$ cat src/rtl/pgm_sched.sv
// pgm_sched: packet generator scheduler.
// Reads a packet template of L lines (L = LEN, 0 meaning 128) from a RAM,
// forwards each line downstream, marks the last line valid and repeats the
// packet COUNT times (0 = until aborted) with GAP idle cycles between packets.
//
// Ports:
//   clk, rst_n                      clock, async active-low reset
//   cfg_wr/cfg_addr/cfg_wdata       config writes: 0=LEN 1=COUNT 2=GAP 3=CTRL
//                                   CTRL bit0 = START (IDLE only), bit1 = ABORT
//   rd2ram_rd/rd2ram_addr           template RAM read request
//   ram2rd_rdata                    RAM data, valid one cycle after the read
//   out_data/out_data_wr            generated line and its strobe
//   out_valid/out_valid_wr          end-of-packet flag and its strobe
//   in_alf                          downstream almost-full, checked before a packet
//   sent_start_flag                 run active
//   sent_finish_flag                one-cycle pulse at run end
//   sent_cnt                        packets sent in current/last run
//
// state | meaning
// IDLE  | configurable, waiting for START
// WAIT  | waiting for in_alf low before the next packet
// READ  | one template line read per cycle
// GAP   | inter-packet idle time, also drains the last RAM read
// DONE  | one-cycle finish pulse, back to IDLE
module pgm_sched (
   input  logic         clk,
   input  logic         rst_n,
   input  logic         cfg_wr,
   input  logic [1:0]   cfg_addr,
   input  logic [31:0]  cfg_wdata,
   output logic         rd2ram_rd,
   output logic [6:0]   rd2ram_addr,
   input  logic [143:0] ram2rd_rdata,
   output logic [133:0] out_data,
   output logic         out_data_wr,
   output logic         out_valid,
   output logic         out_valid_wr,
   input  logic         in_alf,
   output logic         sent_start_flag,
   output logic         sent_finish_flag,
   output logic [31:0]  sent_cnt
);

   typedef enum logic [2:0] {
      ST_IDLE,
      ST_WAIT,
      ST_READ,
      ST_GAP,
      ST_DONE
   } state_e;

   state_e      state_q, state_d;
   logic [6:0]  len_q, len_d;
   logic [31:0] count_q, count_d;
   logic [15:0] gap_q, gap_d;
   logic        abort_q, abort_d;
   logic [6:0]  addr_q, addr_d;
   logic [15:0] gap_cnt_q, gap_cnt_d;
   logic [31:0] sent_cnt_q, sent_cnt_d;
   logic        dwr_q;
   logic        last_q;

   logic        wr_ctrl;
   logic        is_last;
   logic [15:0] gap_load;
   logic        unused_rdata_hi;

   assign wr_ctrl  = cfg_wr && (cfg_addr == 2'd3);
   // len_q - 1 wraps to 127 when LEN=0, giving the 128-line packet.
   assign is_last  = (addr_q == len_q - 7'd1);
   // GAP of 0 still takes one cycle so the last RAM read can drain.
   assign gap_load = (gap_q == 16'd0) ? 16'd0 : gap_q - 16'd1;
   assign unused_rdata_hi = ^ram2rd_rdata[143:134];

   always_comb begin
      state_d    = state_q;
      len_d      = len_q;
      count_d    = count_q;
      gap_d      = gap_q;
      abort_d    = abort_q;
      addr_d     = addr_q;
      gap_cnt_d  = gap_cnt_q;
      sent_cnt_d = sent_cnt_q;

      case (state_q)
         ST_IDLE: begin
            if (cfg_wr) begin
               case (cfg_addr)
                  2'd0: len_d   = cfg_wdata[6:0];
                  2'd1: count_d = cfg_wdata;
                  2'd2: gap_d   = cfg_wdata[15:0];
                  default: begin
                     if (cfg_wdata[0]) begin
                        state_d    = ST_WAIT;
                        sent_cnt_d = 32'd0;
                     end
                  end
               endcase
            end
         end
         ST_WAIT: begin
            if (abort_q) begin
               state_d = ST_DONE;
            end else if (!in_alf) begin
               state_d = ST_READ;
               addr_d  = 7'd0;
            end
         end
         ST_READ: begin
            if (is_last) begin
               state_d    = ST_GAP;
               addr_d     = 7'd0;
               gap_cnt_d  = gap_load;
               sent_cnt_d = sent_cnt_q + 32'd1;
            end else begin
               addr_d = addr_q + 7'd1;
            end
         end
         ST_GAP: begin
            if (gap_cnt_q == 16'd0) begin
               if (abort_q || ((count_q != 32'd0) && (sent_cnt_q == count_q))) begin
                  state_d = ST_DONE;
               end else begin
                  state_d = ST_WAIT;
               end
            end else begin
               gap_cnt_d = gap_cnt_q - 16'd1;
            end
         end
         ST_DONE: begin
            abort_d = 1'b0;
            state_d = ST_IDLE;
         end
         default: state_d = ST_IDLE;
      endcase

      // ABORT only latches during an active run; DONE clears it instead.
      if (wr_ctrl && cfg_wdata[1] &&
          (state_q == ST_WAIT || state_q == ST_READ || state_q == ST_GAP)) begin
         abort_d = 1'b1;
      end
   end

   always_ff @(posedge clk or negedge rst_n) begin
      if (!rst_n) begin
         state_q    <= ST_IDLE;
         len_q      <= 7'd0;
         count_q    <= 32'd0;
         gap_q      <= 16'd0;
         abort_q    <= 1'b0;
         addr_q     <= 7'd0;
         gap_cnt_q  <= 16'd0;
         sent_cnt_q <= 32'd0;
         dwr_q      <= 1'b0;
         last_q     <= 1'b0;
      end else begin
         state_q    <= state_d;
         len_q      <= len_d;
         count_q    <= count_d;
         gap_q      <= gap_d;
         abort_q    <= abort_d;
         addr_q     <= addr_d;
         gap_cnt_q  <= gap_cnt_d;
         sent_cnt_q <= sent_cnt_d;
         dwr_q      <= (state_q == ST_READ);
         last_q     <= (state_q == ST_READ) && is_last;
      end
   end

   assign rd2ram_rd        = (state_q == ST_READ);
   assign rd2ram_addr      = addr_q;
   // RAM data arrives combinationally one cycle after the read; gating keeps
   // out_data at zero outside the strobe and during reset.
   assign out_data         = dwr_q ? ram2rd_rdata[133:0] : 134'd0;
   assign out_data_wr      = dwr_q;
   assign out_valid        = last_q;
   assign out_valid_wr     = last_q;
   assign sent_start_flag  = (state_q == ST_WAIT) || (state_q == ST_READ) || (state_q == ST_GAP);
   assign sent_finish_flag = (state_q == ST_DONE);
   assign sent_cnt         = sent_cnt_q;

endmodule

$ cat config.mk
export PLATFORM = sky130hd
export DESIGN_NAME = pgm_sched
export DESIGN_NICKNAME = d
export VERILOG_FILES = /design/src/rtl/pgm_sched.sv
export SDC_FILE = /design/constraint.sdc
export NUM_CORES = 1
export LEC_CHECK = 0
export ABC_AREA = 1
export BUFFER_PORTS_ARGS = -buffer_cell sky130_fd_sc_hd__buf_2
export CAP_MARGIN = 15
export CORE_AREA = 2 2 155 157
export DETAILED_ROUTE_END_ITERATION = 12
export DIE_AREA = 0 0 157 159
export PLACE_DENSITY = 0.6
export SYNTH_ARGS = -nofsm -noshare
export SYNTH_HDL_FRONTEND = slang
export SYNTH_SLANG_ARGS = --single-unit
$ cat constraint.sdc
create_clock -name clk -period 3.82 [get_ports clk]
set_input_delay 0.764 -clock clk [delete_from_list [all_inputs] [get_ports clk]]
set_output_delay 0.764 -clock clk [all_outputs]
set_load 0.03 [all_outputs]
==> summary.md <==
| Metric | Value |
|---|---|
| Setup repair after global routing missed its margin | `no` |
| Hpwl dp | `29,000 um` |
| Total net switching power | `903 uW` |
| Die Y | `159 um` |
| Average footprint of a synthesized cell | `6.51 um^2` |
| Final period demand of the worst path | `2810 ps` |
| Worst vdd rail ir drop | `267 uV` |
| Pin count of the biggest net entering global routing | `58` |
| Layout cell share with drive strength beyond 1 | `27.3%` |
| CTS Root Buffer Type | `clkbuf_16` |
| Clock tree from TritonCTS | `done` |
| Max Transition Viols Final | `0` |
| DRC | `0` |
| Total number of vias | `8,929` |
| Critical path data arrival time | `2050 ps` |
| Peak fanout along the critical path | `57` |
| Count of filler cells inserted in the layout | `2,491` |
| Post-synthesis sequential element count | `116` |
| Final wirelength | `34,600 um` |
| Clock Path Buffers | `2` |
| Global-route wire length before repair | `51,100 um` |
| Max Fclk | `356 MHz` |
| Post-synthesis cell count | `1,226` |
| Static Leak | `0.00649 uW` |
| Total setup buffers inserted after CTS | `0` |
| Post-synthesis cell type count | `35` |
| Max-cap violations | `0` |
| Number of gates given a new drive strength after cts | `0` |
| Power Dens Cells | `312 nW/um^2` |
| Clock network fraction of design power | `49.9%` |
| Nets in the synthesized netlist | `1,414` |
| Core ar. | `23,200 um^2` |
| Post-synthesis instance area | `7990 um^2` |
| All-Layer GR Usage | `27.6%` |
| Number of levels in the clock H-tree | `4` |
| Number of antenna violations at the first check in global routing | `21` |
| Final antenna-violating net count | `0` |
| Starting DRC count in detailed routing | `678` |
| Sequential Area | `2910 um^2` |
| Ports | `361` |
| Slew HR | `35.7%` |
| Sinks on Clock Net | `116` |
| Ratio of final minimum period to clock period | `73.6%` |
| Vias in the first global route | `8,386` |
| Area of the die | `25,000 um^2` |
| Internal power | `2430 uW` |
| Count of synthesis-stage warnings from yosys | `0` |
| Routability congestion estimate from global placement | `0.952` |
| Worst path required time | `3060 ps` |
| Path type of the worst setup path | `reg -> out` |
| Area of combinational cells with multiple inputs | `4010 um^2` |
| Result of the run | `finished clean` |
| Number of detailed-routing iterations run before antenna repair | `5` |
| Number of hold buffers added after cts | `0` |
| Launching element type of the critical path | `register` |
| Via density per instance | `4.69` |
| Sequential cell area fraction in the yosys report | `36.3%` |
| TritonCTS Buffers | `17` |
| Transition at the pin with the smallest max-transition slack | `961 ps` |
| Part of the total power dissipated in combinational logic | `13.2%` |
| Clock latency at the later pin of the worst-skew pair | `420 ps` |
| Worst hold slack | `387 ps` |
| Final Hold Vio Count | `0` |
| Path class of the lowest-slack min-delay path | `in -> async` |
| Crit end category | `primary output` |
| Clock slew at the register clock pins of the worst setup and hold paths | `60 ps` |
| Initial cell density of the core | `34.4%` |
| Row cnt | `56` |
| Setup Skew | `10.6 ps` |
| Total negative slack for setup checks | `0 ps` |
| Number of setup violations in the final report | `0` |
| Die Span X | `157 um` |
| Layout Area Growth over Synthesis | `33.7%` |
| Sequential power share | `36.9%` |
| Layout Nets | `1,755` |
| Grt ovf | `0` |
| Drt wl/cell | `18.2 um` |
| Fraction of power spent switching nets | `27.1%` |
| Port-buffer cells | `350` |
## layout by cell type, fill, tap and decap left out, types with 3 or more instances in the layout
master | netlist | final
a21oi_1 | 15 | 15
buf_2 | 11 | 349
buf_4 | 3 | 9
bufinv_16 | 0 | 3
clkbuf_16 | 0 | 17
clkinv_2 | 0 | 3
clkinvlp_4 | 0 | 4
dfrtp_1 | 116 | 115
diode_2 | 0 | 6
ha_1 | 6 | 6
inv_1 | 238 | 238
inv_2 | 3 | 3
mux2_2 | 23 | 23
nand2_1 | 415 | 415
nand3_1 | 54 | 54
nand4_1 | 10 | 10
nor2_1 | 108 | 107
nor2_2 | 4 | 4
nor3_1 | 28 | 28
nor4_1 | 7 | 7
o21ai_0 | 88 | 88
xnor2_1 | 28 | 28
xor2_1 | 28 | 28
## cells in the mapped netlist
cell type,count,area [um^2]
nor2_1,108,405
nand2_2,2,12.5
nor3_2,2,20.0
clkbuf_1,18,67.6
inv_1,238,893
xnor2_1,28,245
dfrtp_1,116,2900
o22ai_1,2,12.5
mux2_2,23,259
a21oi_1,15,75.1
buf_4,3,22.5
nand2_4,1,11.3
nand3_2,1,10.0
nand3b_1,1,7.51
buf_2,11,55.1
o211ai_1,1,7.51
and3_1,1,6.26
ha_1,6,75.1
o21a_1,2,15.0
o21ai_2,1,8.76
nand3_1,54,270
nand2_1,415,1560
nor3_1,28,140
buf_1,2,7.51
nor2_2,4,25.0
clkbuf_2,1,5.00
a21oi_2,1,8.76
xor2_1,28,245
nor4_1,7,43.8
o32ai_1,2,17.5
inv_2,3,11.3
buf_6,2,22.5
o21ai_0,88,440
nor3_4,1,16.3
nand4_1,10,62.6
## logic make-up after synthesis
group / after synthesis / share of synthesized area, %
AOI/OAI and AO/OA: 112 / 7.33
xor gates and xnor gates: 56 / 6.14
adders and majority gates: 6 / 0.940
buffers and inverters: 278 / 13.6
DFF: 116 / 36.3
muxes: 23 / 3.24
and+or+nand+nor: 635 / 32.4
## state kept, by name (all words and copies together) (netlist names)
signal,count
count_q,32
gap_q,16
abort_q,1
out_data_wr,1
out_valid,1
rd2ram_addr,7
state_q,3
len_q,7
sent_cnt,32
gap_cnt_q,16
## worst max-delay path: stages, from the launching register on
cell and delay (ps):
dfrtp_4 810, buf_4 370, nand2_1 110, inv_1 90
buf_2 200
## layer usage
layer,vias up,routed length [um],GRT usage [%]
met5,-,36,0
met4,6,967,8.01
met3,65,2000,4.87
met2,335,16100,45.4
met1,4128,15500,37.0
li1,4395,-,-
## power groups by stage
stage          Clock (uW)  Combinational, uW  Sequential (uW)
2_1_floorplan           0                214             1250
3_3_place_gp            0                440             1250
3_5_place_dp            0                441             1250
4_1_cts              1690                442             1230
5_1_grt              1740                474             1230
6_report             1660                439             1230
## path summary, 6_finish.rpt
path                                          startpoint                         end  slack, ps  cells after the start
worst min register to register  gap_cnt_q[7]$_DFFE_PN0P_    gap_cnt_q[7]$_DFFE_PN0P_        530                      2
worst max register to register      len_q[0]$_DFFE_PN0P_    gap_cnt_q[4]$_DFFE_PN0P_       1150                     14
worst min-delay path                               rst_n  rd2ram_addr[5]$_DFFE_PN0P_        390                      1
worst max-delay path               out_data_wr$_DFF_PN0_                 out_data[4]       1010                      4
min in group clk                gap_cnt_q[7]$_DFFE_PN0P_    gap_cnt_q[7]$_DFFE_PN0P_        530                      2
max in group asynchronous                          rst_n       out_data_wr$_DFF_PN0_       2480                      2
## final cells by class
cell class	instances	area share (%)
multi-input cells	832	37.5
clock buffers	20	4.28
clock inverters	12	1.43
repair buffers	359	17.2
flip-flops and latches	116	27.2
inverters	241	8.47
diodes	6	0.141
well taps	319	3.74
## stage by stage
| stage | area (um^2) | instances | utilization [%] | total power, uW | setup slack, ps |
|---|---|---|---|---|---|
| after floorplan | 7990 | 1226 | - | 1470 | 1480 |
| after global placement | 10100 | 1867 | 43.3 | 1690 | 1150 |
| after detailed placement | 10100 | 1867 | 43.3 | 1690 | 1160 |
| after CTS | 10700 | 1899 | 46.0 | 3360 | 999 |
| after global routing | 10700 | 1902 | 46.0 | 3440 | 894 |
| final | 10700 | 1905 | 46.0 | 3330 | 1010 |
(Power assumes the default switching activity.)
